===== src/rtl/ifq.sv =====
//------------------------------------------------------------------------------
// Module   : ifq
// Brief    : Instruction fetch queue with one-deep in-flight IRAM tracker and
//            credit-based fetch stall.
// Revision : 1.0
//------------------------------------------------------------------------------
`default_nettype none

module ifq #(
  parameter int XLEN  = 32,
  parameter int DEPTH = 4
) (
  input  logic                       clk_i,
  input  logic                       rst_n_i,
  input  logic                       fetch_req_i,
  input  logic [XLEN-1:0]            pc_data_i,
  input  logic [XLEN-1:0]            pc_next_i,
  input  logic [XLEN-1:0]            iram_rd_data_i,
  input  logic                       flush_i,
  input  logic                       dec_ready_i,
  output logic                       fetch_stall_o,
  output logic                       inst_valid_o,
  output logic [XLEN-1:0]            inst_data_o,
  output logic [XLEN-1:0]            inst_pc_o,
  output logic [XLEN-1:0]            inst_pc_next_o,
  output logic [$clog2(DEPTH):0]     count_o
);

  localparam int AW = $clog2(DEPTH);
  localparam int CW = AW + 1;
  localparam logic [CW:0] DEPTH_EXT = (CW+1)'(DEPTH);

  typedef enum logic [0:0] {
    S_IDLE = 1'b0,
    S_WAIT = 1'b1
  } state_t;

  state_t          r_state;
  state_t          w_state_nxt;

  logic [AW-1:0]   r_wr_ptr;
  logic [AW-1:0]   r_rd_ptr;
  logic [CW-1:0]   r_count;
  logic [XLEN-1:0] r_inf_pc;
  logic [XLEN-1:0] r_inf_pc_next;

  logic [XLEN-1:0] r_mem_data    [DEPTH];
  logic [XLEN-1:0] r_mem_pc      [DEPTH];
  logic [XLEN-1:0] r_mem_pc_next [DEPTH];

  logic            w_accept;
  logic            w_push;
  logic            w_pop;
  logic [CW:0]     w_credit;

  // An in-flight fetch already owns a slot, so it counts against the credit.
  assign w_credit      = {1'b0, r_count} + {{CW{1'b0}}, (r_state == S_WAIT)};
  assign fetch_stall_o = (w_credit >= DEPTH_EXT);

  assign w_accept = fetch_req_i && !fetch_stall_o && !flush_i;
  assign w_push   = (r_state == S_WAIT) && !flush_i;
  assign w_pop    = inst_valid_o && dec_ready_i && !flush_i;

  assign inst_valid_o   = (r_count != '0);
  assign inst_data_o    = inst_valid_o ? r_mem_data[r_rd_ptr]    : '0;
  assign inst_pc_o      = inst_valid_o ? r_mem_pc[r_rd_ptr]      : '0;
  assign inst_pc_next_o = inst_valid_o ? r_mem_pc_next[r_rd_ptr] : '0;
  assign count_o        = r_count;

  always_comb begin
    w_state_nxt = r_state;
    if (flush_i) begin
      w_state_nxt = S_IDLE;
    end else begin
      case (r_state)
        S_IDLE:  if (w_accept) w_state_nxt = S_WAIT;
        S_WAIT:  if (!w_accept) w_state_nxt = S_IDLE;
        default: w_state_nxt = S_IDLE;
      endcase
    end
  end

  always_ff @(posedge clk_i or negedge rst_n_i) begin
    if (!rst_n_i) begin
      r_state <= S_IDLE;
    end else begin
      r_state <= w_state_nxt;
    end
  end

  always_ff @(posedge clk_i or negedge rst_n_i) begin
    if (!rst_n_i) begin
      r_inf_pc      <= '0;
      r_inf_pc_next <= '0;
    end else if (w_accept) begin
      r_inf_pc      <= pc_data_i;
      r_inf_pc_next <= pc_next_i;
    end
  end

  always_ff @(posedge clk_i or negedge rst_n_i) begin
    if (!rst_n_i) begin
      r_wr_ptr <= '0;
      r_rd_ptr <= '0;
      r_count  <= '0;
    end else if (flush_i) begin
      r_wr_ptr <= '0;
      r_rd_ptr <= '0;
      r_count  <= '0;
    end else begin
      if (w_push) r_wr_ptr <= r_wr_ptr + AW'(1);
      if (w_pop)  r_rd_ptr <= r_rd_ptr + AW'(1);
      case ({w_push, w_pop})
        2'b10:   r_count <= r_count + CW'(1);
        2'b01:   r_count <= r_count - CW'(1);
        default: r_count <= r_count;
      endcase
    end
  end

  // Storage is left unreset; the head outputs are masked while empty.
  always_ff @(posedge clk_i) begin
    if (w_push) begin
      r_mem_data[r_wr_ptr]    <= iram_rd_data_i;
      r_mem_pc[r_wr_ptr]      <= r_inf_pc;
      r_mem_pc_next[r_wr_ptr] <= r_inf_pc_next;
    end
  end

endmodule

`default_nettype wire

===== config.mk =====
export PLATFORM = sky130hd
export DESIGN_NAME = ifq
export DESIGN_NICKNAME = d
export VERILOG_FILES = /design/src/rtl/ifq.sv
export SDC_FILE = /design/constraint.sdc
export NUM_CORES = 1
export LEC_CHECK = 0
export ABC_AREA = 0
export CAP_MARGIN = 30
export CORE_MARGIN = 2
export CORE_UTILIZATION = 50
export CTS_CLUSTER_DIAMETER = 40
export DETAILED_ROUTE_END_ITERATION = 6
export PLACE_DENSITY = 0.77
export REMOVE_ABC_BUFFERS = 1
export SLEW_MARGIN = 10
export SYNTH_ARGS = -nofsm -noshare
export SYNTH_HDL_FRONTEND = slang
export SYNTH_SLANG_ARGS = --single-unit

===== constraint.sdc =====
create_clock -name clk_i -period 9.9 [get_ports clk_i]
set_input_delay 2.475 -clock clk_i [delete_from_list [all_inputs] [get_ports clk_i]]
set_output_delay 2.475 -clock clk_i [all_outputs]
set_load 0.01 [all_outputs]

# Word level (Yosys, flattened, before mapping)
# Memory sizes are Yosys's and may differ from the RTL's.
# Cells that the tools add are included.
[word_totals]
ff_bits = 72
ramBits = 384
out_inout_bits = 101
word_cells = 41
memories = 3
[classes]
addsub = 5
magnitude_cmp = 1
eq_ne = 2
muxes = 13
n_reduce_logical = 11
[mem_list]
columns = ["name", "depth", "word_bits", "rd", "rd_clocked_by_memory_dff", "write_ports", "line", "source"]
rows = [
  ["r_mem_data", 4, 32, 1, 0, 1, "47", "logic [XLEN-1:0] r_mem_data [DEPTH];"],
  ["r_mem_pc", 4, 32, 1, 0, 1, "48", "logic [XLEN-1:0] r_mem_pc [DEPTH];"],
  ["r_mem_pc_next", 4, 32, 1, 0, 1, "49", "logic [XLEN-1:0] r_mem_pc_next [DEPTH];"],
]
[op_table]
columns = ["op", "count"]
rows = [
  ["32-bit two-way mux", 3],
  ["2-bit two-way mux", 4],
  ["3-bit case mux with 2 select lines", 1],
  ["3-bit nonzero test", 2],
  ["1-bit logical AND", 5],
  ["2-bit by 1-bit adder with 2-bit output, second input constant", 2],
  ["3-bit by 1-bit adder with 4-bit output", 1],
  ["4-bit by 3-bit greater-or-equal comparator with 1-bit output, second input constant", 1],
  ["1-bit two-way mux", 4],
  ["2-bit nonzero test", 2],
  ["3-bit by 1-bit adder with 3-bit output, second input constant", 1],
  ["3-bit two-way mux", 1],
  ["3-bit by 1-bit subtractor with 3-bit output, second input constant", 1],
  ["2-bit by 1-bit == test with 1-bit output, second input constant", 1],
  ["2-bit == test, second input constant", 1],
  ["1-bit zero test", 2],
]

# Longest topological paths before layout
# Gate-level depths: netlist (run 1).
[logic_depth]
ltp_word = 7
depth_mapped = 7
ltp_nobuf = 6

# Worst setup path before layout (run 1)
# No wires, ideal clock.
[synth_timing]
kind = "input port to flip-flop"
start = "input port flush_i"
end = "memory r_mem_data[0][0] (enable)"
t_arrival_ns = 5.051
setup_slack_ns = 4.383
cell_stages = 3
path_cell_list = "buf_2 -> nor2b_1 -> and2_1"
[synth_between]
elab_chain_len = 4
[synth_rtl]
columns = ["element", "line", "source"]
rows = [
  ["start, declared", "19", "input logic flush_i,"],
  ["1-bit zero test", "61", "assign w_push = (r_state == S_WAIT) && !flush_i;"],
  ["1-bit logical AND", "61", ""],
  ["1-bit two-way mux", "123", "if (w_push) begin"],
  ["1-bit two-way mux (not written as such)", "124", "r_mem_data[r_wr_ptr] <= iram_rd_data_i;"],
  ["end, declared", "47", ""],
]
# No other way between the ends.

# Final worst setup path (run 1)
[layout_timing]
start = "register r_rd_ptr[1]"
end = "output port inst_pc_next_o[10]"
[layout_between]
elab_chain_len = 2
[layout_rtl]
columns = ["element", "line", "source"]
rows = [
  ["start, declared", "42", "logic [AW-1:0] r_rd_ptr;"],
  ["start signal, assigned", "112", "if (w_pop) r_rd_ptr <= r_rd_ptr + AW'(1);"],
  ["memory 4 x 32 bit", "n/a", ""],
  ["32-bit two-way mux", "67", "assign inst_pc_next_o = inst_valid_o ? r_mem_pc_next[r_rd_ptr] : '0;"],
  ["end, declared", "25", "output logic [XLEN-1:0] inst_pc_next_o,"],
]
# No other way between the ends.

==> impl_metrics.toml, run 1 <==
[setup_path]
path_class = "reg2out"
required_ps = 7430
endpoint_kind = "primary output"
slowest_stage = "dfrtp_4"
cp_top_family = "buffers and inverters"
critPathMaxFanout = 55
max_stage_delay_ps = 970
start_kind = "flip-flop"
path_cells = "buf_4 -> mux4_2 -> and2_1 -> clkdlybuf4s50_1"
path_buf_inv = 2
arrival_ps = 3360

[power]
vdd_drop_max_uv = 163
p_seq_share_pct = 46.5
p_per_area_nw_per_um2 = 236
p_clk_share_pct = 36.0
combPwrFrac_pct = 17.6
p_switching_uw = 1220
sw_frac_of_total_pct = 23.9
internal-power_uw = 3880
fin_total_pwr_uw = 5100
p_leak_uw = 0.00716

[timing]
setup_viol = 0
slew_violations = 0
fin_crit_sh_pct = 59.0
fmax_mhz = 171
rsz0062_at_grt = "false"
worst_pin_slew_ps = 979
hold_viol = 0
setup_tns_ps = 0
clock_skew_ps = 10.0
timing.slew.headroom_pct = 34.7
min_period_ps = 5840

[worst_hold_path]
hp-class = "reg2reg"

[detailed_routing]
ant_nets = 0
first_iter_violations = 683
top_layer = "met4"
drc = 0
vias = 8286
met2_length_um = 16200
wirelength_um = 33100
via_per_inst = 5.43
m1WireLength_um = 14400
drt-pass1-iter-count = 5
wl_per_cell_um = 21.7
wl_met3_um = 1920

[clock_network]
cts_setup_buffers = 0
cts_sinks = 456
cts_tree = "yes"
h-tree-depth = 2
cts_hold_buffers = 0
cts_resized = 0
clk_pin_slew_ps = 60
clockBufferDepth = 3
cts-root-buf = "clkbuf_16"
clk_latency_ps = 550
cts_buffers = 52

[synth]
synthTopCellsByArea = "edfxtp_1 (66%), mux4_2 (12%), dfrtp_1 (10%)"
synth_top_area_share_pct = 66.4
netlist_area_um2 = 17400
netlist_instances = 801
synth-warning-count = 0
yosys.area.top_type = "edfxtp_1"
syn_area_per_cell_um2 = 21.7
ys_types = 31
ys_ff_latch = 456
ys_seq_area_share_pct = 76.7

[layout]
multiInputGateArea_um2 = 3820
fill_cells = 2369
num-nets-final = 1134
area_delta_synth_final_pct = 24.5
num_antenna_cells = 0
ff_latch_area_um2 = 13300
fin_util_pct = 62.9
layout-drive-gt1-share_pct = 24.7
finalNonFillerCells = 1525

[floorplanning]
die-width_um = 190
core_um2 = 34400
rows = 68
die_h_um = 190
io_pins = 202
die_area_um2 = 36300
initial_utilization_pct = 50.6

[placement]
port_buffers = 201
numPlacedInstances = 1428
gp_congestion = 0.697
dp_hpwl_um = 18700

[global_route]
grt_use_total_pct = 18.9
grt_pass1_wl_um = 51800
grt_overflow_total = 0
grt_max_degree = 71
grt_pass1_vias = 8991
antenna_found_initial = 1

[run_status]
status = "complete, no violations"

[run]
cap_violations = 0
synthesized netlist by cell type:
cell type / number
mux2_2: 64
and2_1: 101
o311ai_0: 1
a221oi_1: 1
xor2_1: 2
o22ai_1: 1
or3_1: 1
mux2i_1: 1
mux4_2: 96
o31ai_1: 1
ha_1: 4
buf_8: 2
buf_6: 2
edfxtp_1: 384
a22o_1: 1
nand3_1: 4
fa_1: 1
clkbuf_1: 17
a31oi_1: 2
xnor2_1: 2
nand4b_1: 1
o21ai_0: 1
nor2b_1: 3
buf_4: 5
nand2b_1: 2
o21ba_2: 1
nor3_1: 1
inv_1: 3
buf_2: 17
nor2_1: 7
dfrtp_1: 72
kinds of logic after synthesis:
family | synth area share [%]
adder cells (fa/ha/maj) | 0.403
XOR/XNOR | 0.202
multiplexers | 16.6
flip-flops | 76.7
AO/OA/AOI/OAI | 0.389
buffers and inverters | 1.44
AND/OR/NAND/NOR | 4.20
layer usage:
metal | global-route usage (%) | vias up
li1 | - | 3649
met1 | 26.7 | 4332
met2 | 30.5 | 256
met3 | 3.72 | 49
met4 | 4.71 | 0
met5 | 0 | -
final timing paths:
path / start / to / slack [ps] / cells after the start
worst min register to register: r_inf_pc_next[13] / r_mem_pc_next[2][13] / 510 / 0
max in group asynchronous: rst_n_i / r_rd_ptr[0] / 7240 / 3
worst max-delay path: r_rd_ptr[1] / inst_pc_next_o[10] / 4060 / 4
worst min-delay path: r_inf_pc_next[13] / r_mem_pc_next[2][13] / 510 / 0
worst max register to register: r_state / r_mem_pc[3][30] / 7140 / 4
min in group asynchronous: rst_n_i / r_inf_pc[0] / 1770 / 1
layout make-up:
cell class              count  share of cell area (%)
multi-input cells         299                    17.7
inverters                   3                  0.0521
repair buffers            216                    10.2
well taps                 455                    2.63
clock buffers              72                    6.79
clock inverters            24                   0.995
flip-flops and latches    456                    61.7
layout by cell type (no fill, tap or decap), types with 5 or more instances in the layout:
cell,count
clkinv_1,5
mux4_2,96
edfxtp_1,384
and2_1,97
mux2_2,64
nor2_1,7
clkbuf_16,53
dfrtp_1,70
clkdlybuf4s50_1,200
clkinvlp_4,5
clkbuf_1,12
clkbuf_8,7
buf_4,12
inv_6,5
through the flow:
step	worst slack (ps)	area [um2]	hold slack [ps]
final	4060	21600	514
after global routing	3910	21600	531
after CTS	3990	21600	510
after detailed placement	4590	19900	494
after global placement	4590	19800	482
after floorplan	2800	17100	471
sequential cells by signal (all words and copies together), names as in the netlist:
name,flops
r_mem_data,128
r_inf_pc_next,32
count_o,3
r_inf_pc,32
r_wr_ptr,2
r_state,1
r_mem_pc_next,128
r_rd_ptr,2
r_mem_pc,128
power by group through the flow:
stage / sequential [uW] / combinational [uW] / clock, uW
5_1_grt: 2390 / 973 / 1950
2_1_floorplan: 2420 / 464 / 0
6_report: 2370 / 896 / 1830
3_3_place_gp: 2400 / 884 / 0
3_5_place_dp: 2410 / 912 / 0
4_1_cts: 2370 / 919 / 1870
(Power assumes the default switching activity.)
==> run 2, diff against run 1 <==
PLACE_DENSITY = 0.8   (was 0.77)
clock period = 5.35 ns   (was 9.9 ns; I/O delays follow)
==> run 2 against run 1 <==
Effect of this change:
- clock skew is 9.4 ps higher
- final area is 0.83% higher
- register-to-register slack worse by 4300 ps
- clock power is 100% higher
- die area stayed put
- non-clock buffer count stayed put
- clock-buffer cell count is 2 lower
- utilization is 0.52 points higher
- largest power group unchanged
==> impl_metrics.toml, run 2 (synthesis gave the netlist of run 1 again) <==
[clock_network]
clockBufferDepth = 3
cts_sinks = 456
clk_latency_ps = 560
cts_hold_buffers = 0
h-tree-depth = 2
cts_setup_buffers = 0
cts_resized = 0
cts_buffers = 53
clk_pin_slew_ps = 60
cts_tree = "yes"
cts-root-buf = "clkbuf_16"

[layout]
finalNonFillerCells = 1529
area_delta_synth_final_pct = 25.5
num_antenna_cells = 0
fin_util_pct = 63.4
fill_cells = 2386
mostFrequentLayoutCell = "edfxtp_1"
final_cell_mix = "edfxtp_1 (384), clkdlybuf4s50_1 (200), and2_1 (97)"
reg_top3 = "r_mem_data: 128 flops, r_mem_pc: 128 flops, r_mem_pc_next: 128 flops"
layout-drive-gt1-share_pct = 25.6
num-nets-final = 1135

[power]
p_per_area_nw_per_um2 = 447
vdd_drop_max_uv = 310
p_leak_uw = 0.00723

[setup_path]
path_class = "reg2out"
required_ps = 4010
critPathMaxFanout = 50
start_kind = "flip-flop"
arrival_ps = 3060
endpoint_kind = "primary output"

[floorplanning]
die_h_um = 190
rows = 68
die_area_um2 = 36300
io_pins = 202
initial_utilization_pct = 50.6
core_um2 = 34400
die-width_um = 190

[timing]
timing.slew.headroom_pct = 49.5
setup_viol = 0
worst_pin_slew_ps = 751
min_period_ps = 4400
hold_viol = 0
clock_skew_ps = 19.4
hold_slack_ps = 501
slew_violations = 0
fin_crit_sh_pct = 82.2
fmax_mhz = 227
rsz0062_at_grt = "false"
final.setup.worst_slack_ps = 954

[worst_hold_path]
hp-class = "reg2reg"

[placement]
dp_hpwl_um = 18900
port_buffers = 201
pre_cts_ws_ps = 1530
gp_congestion = 0.724
numPlacedInstances = 1429

[global_route]
grt_pass1_vias = 8844
grt_max_degree = 70
grt_use_total_pct = 19.1
grt_overflow_total = 0
grt_pass1_wl_um = 51400
antenna_found_initial = 2

[detailed_routing]
via_per_inst = 5.46
wirelength_um = 34200
first_iter_violations = 487
ant_nets = 0
wl_per_cell_um = 22.4
drc = 0
vias = 8353
drt-pass1-iter-count = 5

[run]
cap_violations = 0

[run_status]
status = "complete, no violations"
[run 2: changes by cell type in the layout (fill, tap and decap cells not counted), moves of 3 or more]
cell | previous run | this run
bufinv_16 | 2 | 6
buf_16 | 4 | 0
buf_4 | 12 | 9
clkinv_2 | 3 | 6
clkinv_1 | 5 | 0
buf_12 | 0 | 7
[run 2: final timing paths]
| check | start | endpoint | slack, ps | depth (start not counted) |
|---|---|---|---|---|
| min in group asynchronous | rst_n_i | r_inf_pc_next[6] | 860 | 1 |
| max in group asynchronous | rst_n_i | r_rd_ptr[0] | 3590 | 2 |
| min | r_inf_pc[26] | r_mem_pc[2][26] | 500 | 0 |
| max reg2reg | r_state | r_inf_pc_next[5] | 2800 | 4 |
| max | count_o[0] | inst_pc_o[10] | 950 | 4 |
| min reg2reg | r_inf_pc[26] | r_mem_pc[2][26] | 500 | 0 |
[run 2: where the power goes]
part	switching, uW	total (uW)	internal (uW)
Clock	1420	3690	2270
Sequential	217	4400	4190
Combinational	695	1650	952
Total	2330	9740	7410
[run 2: worst max-delay path: stages, from the launching register on]
cell and delay (ps):
dfrtp_1 500, or3_4 530, buf_4 530, and2_1 330
clkdlybuf4s50_1 600
[run 2: metal layers]
layer | GRT usage (%) | vias to the layer above | wire, um
li1 | - | 3663 | -
met1 | 26.3 | 4356 | 14600
met2 | 31.7 | 279 | 17000
met3 | 3.77 | 51 | 2100
met4 | 4.56 | 4 | 528
met5 | 0 | - | 27
[run 2: layout make-up]
cell class,instances,area (um2),share of cell area (%)
multi-input combinational,299,3820,17.5
sequential,456,13300,61.2
timing repair buffer,216,2210,10.1
clock buffer,70,1480,6.80
tap,455,569,2.61
clock inverter,30,372,1.70
inverter,3,11.3,0.0516
[run 2: through the flow]
stage                     area [um2]  TNS (ps)  total power (uW)
after global placement         20000         0              6110
final                          21800         0              9740
after global routing           21800         0             10100
after floorplan                17100    -59020              5330
after CTS                      21800         0              9860
after detailed placement       20000         0              6150
==> run 3, diff against run 2 <==
clock period = 4 ns   (was 5.35 ns; I/O delays follow)
==> run 3 against run 2 <==
Effect of this change:
- flip-flop and latch count unchanged
- worst setup slack got worse by 750 ps
- sequential share of layout area about the same
- critical path type unchanged
- clock skew decreased by 1.2 ps
- wire length decreased by 2.5%
- register-to-register slack got worse by 1200 ps
- die area unchanged
- highest routed layer unchanged
==> impl_metrics.toml, run 3 (synthesis gave the netlist of run 1 again) <==
[clock_network]
cts_buffers = 51
cts_hold_buffers = 0
cts_tree = "yes"
clk_latency_ps = 540
cts_setup_buffers = 0
cts-root-buf = "clkbuf_16"
clockBufferDepth = 3
cts_resized = 0
h-tree-depth = 2
cts_sinks = 456
clk_pin_slew_ps = 60

[detailed_routing]
wl_per_cell_um = 21.7
wirelength_um = 33300
via_per_inst = 5.50
first_iter_violations = 585
drt-pass1-iter-count = 5
drc = 0
vias = 8438
ant_nets = 0

[setup_path]
endpoint_kind = "primary output"
start_kind = "flip-flop"
max_stage_delay_ps = 670
slowest_stage = "dfrtp_4"
path_buf_inv = 2
path_class = "reg2out"
cp_top_family = "buffers and inverters"
arrival_ps = 2790
required_ps = 3000
path_cells = "buf_12 -> mux4_2 -> and2_1 -> clkdlybuf4s50_1"
critPathMaxFanout = 29

[timing]
setup_tns_ps = 0
timing.slew.headroom_pct = 52.8
hold_slack_ps = 390
fin_crit_sh_pct = 94.8
slew_violations = 0
hold_viol = 0
setup_viol = 0
fmax_mhz = 264
clock_skew_ps = 18.2
worst_pin_slew_ps = 702
rsz0062_at_grt = "false"
min_period_ps = 3790

[power]
fin_total_pwr_uw = 12700
p_leak_uw = 0.00726
vdd_drop_max_uv = 428
p_per_area_nw_per_um2 = 582

[layout]
final_cell_mix = "edfxtp_1 (384), clkdlybuf4s50_1 (200), and2_1 (97)"
num_antenna_cells = 0
area_delta_synth_final_pct = 25.6
finalNonFillerCells = 1533
num-nets-final = 1145
layout-drive-gt1-share_pct = 25.8
reg_top3 = "r_mem_data: 128 flops, r_mem_pc: 128 flops, r_mem_pc_next: 128 flops"
fin_util_pct = 63.5
mostFrequentLayoutCell = "edfxtp_1"

[floorplanning]
die_h_um = 190
core_um2 = 34400
initial_utilization_pct = 50.6
io_pins = 202
die-width_um = 190
die_area_um2 = 36300
rows = 68

[global_route]
grt_pass1_vias = 8877
grt_overflow_total = 0
grt_max_degree = 43
grt_pass1_wl_um = 51300
antenna_found_initial = 2
grt_use_total_pct = 18.7

[run_status]
status = "complete, no violations"

[placement]
gp_congestion = 0.761
port_buffers = 201
numPlacedInstances = 1441
dp_hpwl_um = 20100

[run]
cap_violations = 0

[worst_hold_path]
hp-class = "in2async"
==> run 3: changes by cell type in the layout (fill, tap and decap cells not counted), moves of 2 or more <==
cell	before	now
buf_12	7	14
clkinvlp_4	7	1
buf_4	9	13
clkbuf_16	55	51
inv_6	4	8
clkinv_2	6	9
clkbuf_8	5	3
clkinv_1	0	2
clkinv_4	4	2
==> run 3: area by class of cell <==
cell class | count | area, um2
Multi-Input combinational cell | 299 | 3820
Sequential cell | 456 | 13300
Inverter | 3 | 11.3
Clock buffer | 63 | 1350
Clock inverter | 29 | 320
Timing Repair Buffer | 228 | 2410
Fill cell | 2325 | 12600
Tap cell | 455 | 569
==> run 3: worst paths after layout <==
check / start / end / slack (ps) / depth (start not counted)
setup / recovery: r_rd_ptr[0] / inst_pc_next_o[0] / 210 / 4
hold / removal: rst_n_i / r_inf_pc_next[5] / 390 / 1
setup reg to reg: count_o[0] / count_o[2] / 1630 / 6
hold reg to reg: r_inf_pc_next[26] / r_mem_pc_next[2][26] / 510 / 0
max in group asynchronous: rst_n_i / count_o[0] / 2890 / 3
min in group clk_i: r_inf_pc_next[26] / r_mem_pc_next[2][26] / 510 / 0
==> run 3: through the flow <==
| stage | setup WS (ps) | area (um2) |
|---|---|---|
| floorplan | -1630 | 17100 |
| global placement | 735 | 20100 |
| detailed placement | 732 | 20200 |
| CTS | 150 | 21800 |
| global route | 70.8 | 21800 |
| finish | 207 | 21800 |
==> run 3: where the power goes <==
part           internal [uW]  leakage, uW  switching (uW)
sequential              5600      0.00432             281
combinational           1320      0.00211             924
clock                   2750     0.000826            1830
==> run 3: per-layer routing <==
metal  vias to the layer above  wire [um]  global-route usage (%)  part of all wire [%]
met4                         2        457                    4.44                   1.4
met1                      4428      14100                    26.2                    42
met3                        40       2140                    3.64                   6.4
li1                       3683          -                       -                     -
met2                       285      16600                    30.8                    50
met5                         -         13                       0                 0.039
